`src/rtl/srm_datapath_seq.sv`:
```
// Sequenced datapath with a register file, A/B/C regs, shifter, ALU and {N,V,Z} status; one MOV/ALU op per start/done.
// Optional debug read port enabled by defining SRM_DP_DBG_PORT_EN.
module srm_datapath_seq #(
  parameter int DATA_W = 16,
  parameter int NREGS  = 8
) (
  input  logic                       clk,
  input  logic                       reset_n,
  input  logic                       start,
  input  logic [2:0]                 op,
  input  logic [$clog2(NREGS)-1:0]   rd,
  input  logic [$clog2(NREGS)-1:0]   rn,
  input  logic [$clog2(NREGS)-1:0]   rm,
  input  logic [1:0]                 shift,
  input  logic [7:0]                 imm8,
  output logic                       ready,
  output logic                       done,
  output logic [DATA_W-1:0]          result,
  output logic [2:0]                 status
`ifdef SRM_DP_DBG_PORT_EN
  ,
  input  logic [$clog2(NREGS)-1:0]   dbg_rnum,
  output logic [DATA_W-1:0]          dbg_rdata
`endif
);

  localparam int RW = $clog2(NREGS);

  localparam logic [2:0] OP_MOV_IMM = 3'b000;
  localparam logic [2:0] OP_MOV_REG = 3'b001;
  localparam logic [2:0] OP_ADD     = 3'b010;
  localparam logic [2:0] OP_CMP     = 3'b011;
  localparam logic [2:0] OP_AND     = 3'b100;
  localparam logic [2:0] OP_MVN     = 3'b101;

  typedef enum logic [2:0] {
    S_IDLE   = 3'd0,
    S_LOAD_B = 3'd1,
    S_LOAD_A = 3'd2,
    S_EXEC   = 3'd3,
    S_WRITE  = 3'd4
  } state_t;

  function automatic logic [DATA_W-1:0] sign_ext(input logic [7:0] v);
    return {{(DATA_W-8){v[7]}}, v};
  endfunction

  function automatic logic [DATA_W-1:0] shift_op(input logic [DATA_W-1:0] v, input logic [1:0] s);
    logic [DATA_W-1:0] r;
    case (s)
      2'b00:   r = v;
      2'b01:   r = {v[DATA_W-2:0], 1'b0};
      2'b10:   r = {1'b0, v[DATA_W-1:1]};
      2'b11:   r = {v[DATA_W-1], v[DATA_W-1:1]};
      default: r = v;
    endcase
    return r;
  endfunction

  function automatic logic writes_rd(input logic [2:0] o);
    return (o == OP_MOV_IMM) || (o == OP_MOV_REG) || (o == OP_MVN) ||
           (o == OP_ADD) || (o == OP_AND);
  endfunction

  state_t              state_r, state_next_s;
  logic [2:0]          op_r;
  logic [RW-1:0]       rd_r, rn_r, rm_r;
  logic [1:0]          shift_r;
  logic [DATA_W-1:0]   regs_r [NREGS];
  logic [DATA_W-1:0]   a_r, b_r, c_r;
  logic [2:0]          status_r;
  logic                accept_s, write_en_s, arith_s;
  logic [DATA_W-1:0]   shb_s, diff_s, alu_s;
  logic                ovf_s;

  // Next-state decode, accept strobe and register-file write enable
  always_comb begin
    state_next_s = state_r;
    accept_s     = 1'b0;
    write_en_s   = 1'b0;
    arith_s      = (op_r == OP_ADD) || (op_r == OP_CMP) || (op_r == OP_AND);
    case (state_r)
      S_IDLE: begin
        if (start) begin
          accept_s = 1'b1;
          case (op)
            OP_MOV_REG, OP_MVN, OP_ADD, OP_CMP, OP_AND: state_next_s = S_LOAD_B;
            default:                                    state_next_s = S_WRITE;
          endcase
        end else begin
          state_next_s = S_IDLE;
        end
      end
      S_LOAD_B: begin
        if (arith_s) begin
          state_next_s = S_LOAD_A;
        end else begin
          state_next_s = S_EXEC;
        end
      end
      S_LOAD_A: state_next_s = S_EXEC;
      S_EXEC:   state_next_s = S_WRITE;
      S_WRITE: begin
        state_next_s = S_IDLE;
        write_en_s   = writes_rd(op_r);
      end
      default:  state_next_s = S_IDLE;
    endcase
  end

  // Shifter and ALU; CMP overflow is that of A - sh(B)
  always_comb begin
    shb_s  = shift_op(b_r, shift_r);
    diff_s = a_r - shb_s;
    ovf_s  = (a_r[DATA_W-1] != shb_s[DATA_W-1]) && (diff_s[DATA_W-1] != a_r[DATA_W-1]);
    case (op_r)
      OP_MOV_REG: alu_s = shb_s;
      OP_MVN:     alu_s = ~shb_s;
      OP_ADD:     alu_s = a_r + shb_s;
      OP_CMP:     alu_s = diff_s;
      OP_AND:     alu_s = a_r & shb_s;
      default:    alu_s = c_r;
    endcase
  end

  // Sequencer state, latched instruction fields and A/B/C/status datapath registers
  always_ff @(posedge clk) begin
    if (!reset_n) begin
      state_r  <= S_IDLE;
      op_r     <= 3'b000;
      rd_r     <= '0;
      rn_r     <= '0;
      rm_r     <= '0;
      shift_r  <= 2'b00;
      a_r      <= '0;
      b_r      <= '0;
      c_r      <= '0;
      status_r <= 3'b000;
    end else begin
      state_r <= state_next_s;
      if (accept_s) begin
        op_r    <= op;
        rd_r    <= rd;
        rn_r    <= rn;
        rm_r    <= rm;
        shift_r <= shift;
        if (op == OP_MOV_IMM) begin
          c_r <= sign_ext(imm8);
        end
      end
      if (state_r == S_LOAD_B) begin
        b_r <= regs_r[rm_r];
      end
      if (state_r == S_LOAD_A) begin
        a_r <= regs_r[rn_r];
      end
      if (state_r == S_EXEC) begin
        c_r <= alu_s;
        if (op_r == OP_CMP) begin
          status_r <= {diff_s[DATA_W-1], ovf_s, (diff_s == '0)};
        end
      end
    end
  end

  // Register file; the destination is written at the edge that ends WRITE
  always_ff @(posedge clk) begin
    if (!reset_n) begin
      for (int i = 0; i < NREGS; i++) begin
        regs_r[i] <= '0;
      end
    end else if (write_en_s) begin
      regs_r[rd_r] <= c_r;
    end
  end

  assign ready  = (state_r == S_IDLE);
  assign done   = (state_r == S_WRITE);
  assign result = c_r;
  assign status = status_r;

`ifdef SRM_DP_DBG_PORT_EN
  assign dbg_rdata = regs_r[dbg_rnum];
`endif

endmodule

```
`config.mk`:
```
export PLATFORM = sky130hd
export DESIGN_NAME = srm_datapath_seq
export DESIGN_NICKNAME = d
export VERILOG_FILES = /design/src/rtl/srm_datapath_seq.sv
export SDC_FILE = /design/constraint.sdc
export NUM_CORES = 1
export LEC_CHECK = 0
export ABC_CLOCK_PERIOD_IN_PS = 9700
export CORE_MARGIN = 2
export CORE_UTILIZATION = 60
export CTS_CLUSTER_DIAMETER = 50
export CTS_CLUSTER_SIZE = 28
export DETAILED_ROUTE_END_ITERATION = 6
export PLACE_DENSITY = 0.9
export SYNTH_ARGS = -nofsm -noshare
export SYNTH_HDL_FRONTEND = slang
export SYNTH_SLANG_ARGS = --single-unit
```
`constraint.sdc`:
```
create_clock -name clk -period 9.7 [get_ports clk]
set_input_delay 2.425 -clock clk [delete_from_list [all_inputs] [get_ports clk]]
set_output_delay 2.425 -clock clk [all_outputs]
set_load 0.005 [all_outputs]
```
==> flow_metrics.py <==
metrics = {
    "outcome": {
        "status": "finished, final reports clean",
    },
    "die": {
        "die_x_um": 145,
        "rows": 51,
        "fp.dieArea_sq_mm": 0.0209,
        "die_h_um": 145,
        "initial_core_util_pct": 61.1,
        "core_area_sq_mm": 0.0194,
        "io_pins": 46,
    },
    "sta": {
        "maxSlewHeadroom_pct": 18.1,
        "whs_ns": 0.465,
        "setup_viol": 0,
        "drv_slew": 0,
        "period_needed_ns": 4.72,
        "fin_setup_tns_ns": 0,
        "fin_skew_ns": 0.0100,
        "rsz0062_at_grt": "false",
        "max_freq_mhz": 212,
        "period_share_pct": 48.7,
        "hold_violations": 0,
        "worstMarginPinSlew_ns": 1.22,
    },
    "layout": {
        "synthToLayoutAreaGrowth_pct": 10.1,
        "antenna_cells": 0,
        "nets": 1130,
        "drive_gt1_share_pct": 12.2,
        "postLayoutCellArea_sq_mm": 0.0130,
    },
    "grt": {
        "antenna_found_initial": 0,
        "track_usage_pct": 32.5,
        "grt.overflow.total": 0,
        "grt_first_pass_wirelength_um": 50400,
        "grt_pass1_vias": 8893,
        "grt_max_degree": 72,
    },
    "placed_design": {
        "gp_congestion": 0.950,
        "port_buffers": 45,
        "dp_hpwl_um": 21500,
        "placed_area_sq_mm": 0.0124,
    },
    "critical_path": {
        "crit_arrival_ns": 5.04,
        "worstPathCellList": "clkdlybuf4s50_1 -> and2_1 -> nand3_1 -> nand2_2 -> nand3b_1 -> a2111oi_0 -> a31oi_1",
        "crit_family": "simple AND/OR/NAND/NOR gates",
        "path_class": "in2reg",
        "slowest_stage": "a2111oi_0",
        "critPathBufInv": 1,
        "cp-start-kind": "primary input",
        "cp_num_cells": 7,
        "ff2ff_path_depth": 13,
        "worstPathRequired_ns": 10.02,
        "crit_fanout": 17,
        "cp-end-kind": "flop",
        "slowest_delay_ns": 0.49,
    },
    "synthesis": {
        "synth_edf_count": 128,
        "synth_cells": 1062,
        "async_reset_ff_share_pct": 0,
        "synth_ff_type": "edfxtp_1",
        "ys_seq_area_share_pct": 43.9,
        "synth.avg_cell_area_sq_um": 11.2,
        "syn-cell-area_sq_mm": 0.0118,
        "synth_seq_cells": 196,
        "yosys_warnings": 0,
        "syn_nets": 1125,
        "ys_types": 73,
    },
    "pwr": {
        "p_leak_nw": 4.96,
        "ir_worst_vdd_v": 0.000188,
        "powerDensity_mw_per_mm2": 248,
        "power_w": 0.00323,
    },
    "clocking": {
        "clkLatencyLatePin_ns": 0.45,
        "clkTransAtPathRegs_ns": 0.08,
        "post_cts.repair.setup_buffers": 0,
        "cts.sinks": 196,
        "cts_tree": "yes",
        "cts_root_buf": "clkbuf_16",
        "cts_buffers": 17,
        "hold_buffers": 0,
        "clockBufferDepth": 2,
        "cts_resized": 0,
        "cts.htree.levels": 4,
    },
    "drt": {
        "via_per_inst": 6.80,
        "drt-pass1-iter-count": 5,
        "vias": 9151,
        "drtIter0Drc": 1173,
        "wl_per_cell_um": 24.1,
        "drt_wl_total_um": 32400,
        "remaining_drc_errors": 0,
        "postRouteAntennaNets": 0,
    },
    "min_path": {
        "min_path_cells": 2,
        "holdCritPathClass": "reg2reg",
    },
    "run": {
        "drv_cap": 0,
    },
}
metal layers:
metal / GRT usage (%) / part of all wire, % / routed length [um]
met1: 41.6 / 36 / 11700
met2: 55.2 / 50 / 16200
met3: 4.50 / 9.2 / 2980
met4: 14.9 / 4.9 / 1590
met5: 0 / 0 / 0
path summary, 6_finish.rpt:
check	slack, ns	startpoint	endpoint
max reg2reg	5.31	shift_r[0]	status[2]
max	4.98	start	result[15]
min	0.46	rm_r[1]	rm_r[1]
min reg2reg	0.46	rm_r[1]	rm_r[1]
report_power, final:
group          internal (W)  switching [W]  leakage, nW
sequential         0.000969       0.000130         1.88
clock              0.000411       0.000329        0.290
combinational      0.000575       0.000814         2.79
state kept, by name, summed over array words and instances (netlist names):
name	count
regs_r	128
a_r	16
b_r	16
result	16
op_r	3
rd_r	3
rm_r	3
rn_r	3
state_r	3
status	3
shift_r	2
stage by stage:
step / setup slack [ns] / util, % / instances
after global placement: 4.77 / 64.1 / 1313
after CTS: 5.08 / 67.3 / 1345
after floorplan: 5.18 / - / 1062
after detailed placement: 4.65 / 64.1 / 1313
after global routing: 4.82 / 67.3 / 1345
final: 4.98 / 67.3 / 1345
cell usage after synthesis (3+ instances only):
library cell,count,share of area (%)
a2111oi_0,3,0.22
a211oi_1,6,0.38
a21boi_0,15,0.95
a21oi_1,41,1.7
a221oi_1,14,1.0
a31oi_1,3,0.16
and2_1,133,7.0
buf_2,14,0.59
buf_6,3,0.29
clkbuf_1,58,1.8
dfxtp_1,68,11
edfxtp_1,128,32
ha_1,36,3.8
inv_1,35,1.1
mux2i_1,55,4.6
mux4_2,64,12
nand2_1,101,3.2
nand2b_1,10,0.53
nand3_1,13,0.55
nand3b_1,3,0.19
nand4_1,3,0.16
nor2_1,39,1.2
nor2b_1,8,0.42
nor3_1,14,0.59
nor3b_1,5,0.32
o211a_1,34,2.9
o211ai_1,5,0.32
o21a_1,4,0.25
o21ai_0,65,2.7
o22ai_1,3,0.16
o31a_1,3,0.22
o31ai_1,3,0.19
or3_1,3,0.16
xnor2_1,13,0.96
xor2_1,9,0.67
layout make-up:
class / count / area [sq um]
tap: 265 / 332
multi-input combinational: 755 / 6190
timing repair buffer: 62 / 573
sequential: 196 / 5210
clock buffer: 19 / 433
fill: 1373 / 6350
inverter: 35 / 131
clock inverter: 13 / 175
cells in the final DEF (no fill, tap or decap), types with 9 or more instances in the layout:
master / count
and2_1: 133
edfxtp_1: 128
nand2_1: 101
dfxtp_1: 66
mux4_2: 64
o21ai_0: 59
mux2i_1: 55
clkdlybuf4s50_1: 44
a21oi_1: 41
nor2_1: 39
ha_1: 36
inv_1: 35
o211a_1: 34
clkbuf_16: 17
buf_4: 17
a21boi_0: 15
nor3_1: 14
a221oi_1: 14
nand3_1: 13
xnor2_1: 13
nand2b_1: 10
xor2_1: 9
logic make-up after synthesis:
kind of cell	after synthesis	share of synthesized area (%)
simple gates	348	15.6
mux	119	16.8
flops	196	43.9
fa+ha+maj	38	4.14
xor+xnor	22	1.63
buf+inv	111	3.86
compound gates	228	14.0
worst reg2reg max path: cells and delay by family (launching register included):
family,cells,cell delay [ns]
adders and majority gates,1,0.33
xor gates and xnor gates,1,0.19
muxes,1,0.33
buffers and inverters,1,0.15
AOI/OAI and AO/OA,8,2.17
and+or+nand+nor,1,0.08
DFF,1,1.03
No activity file was read; power rests on OpenSTA's default activity.
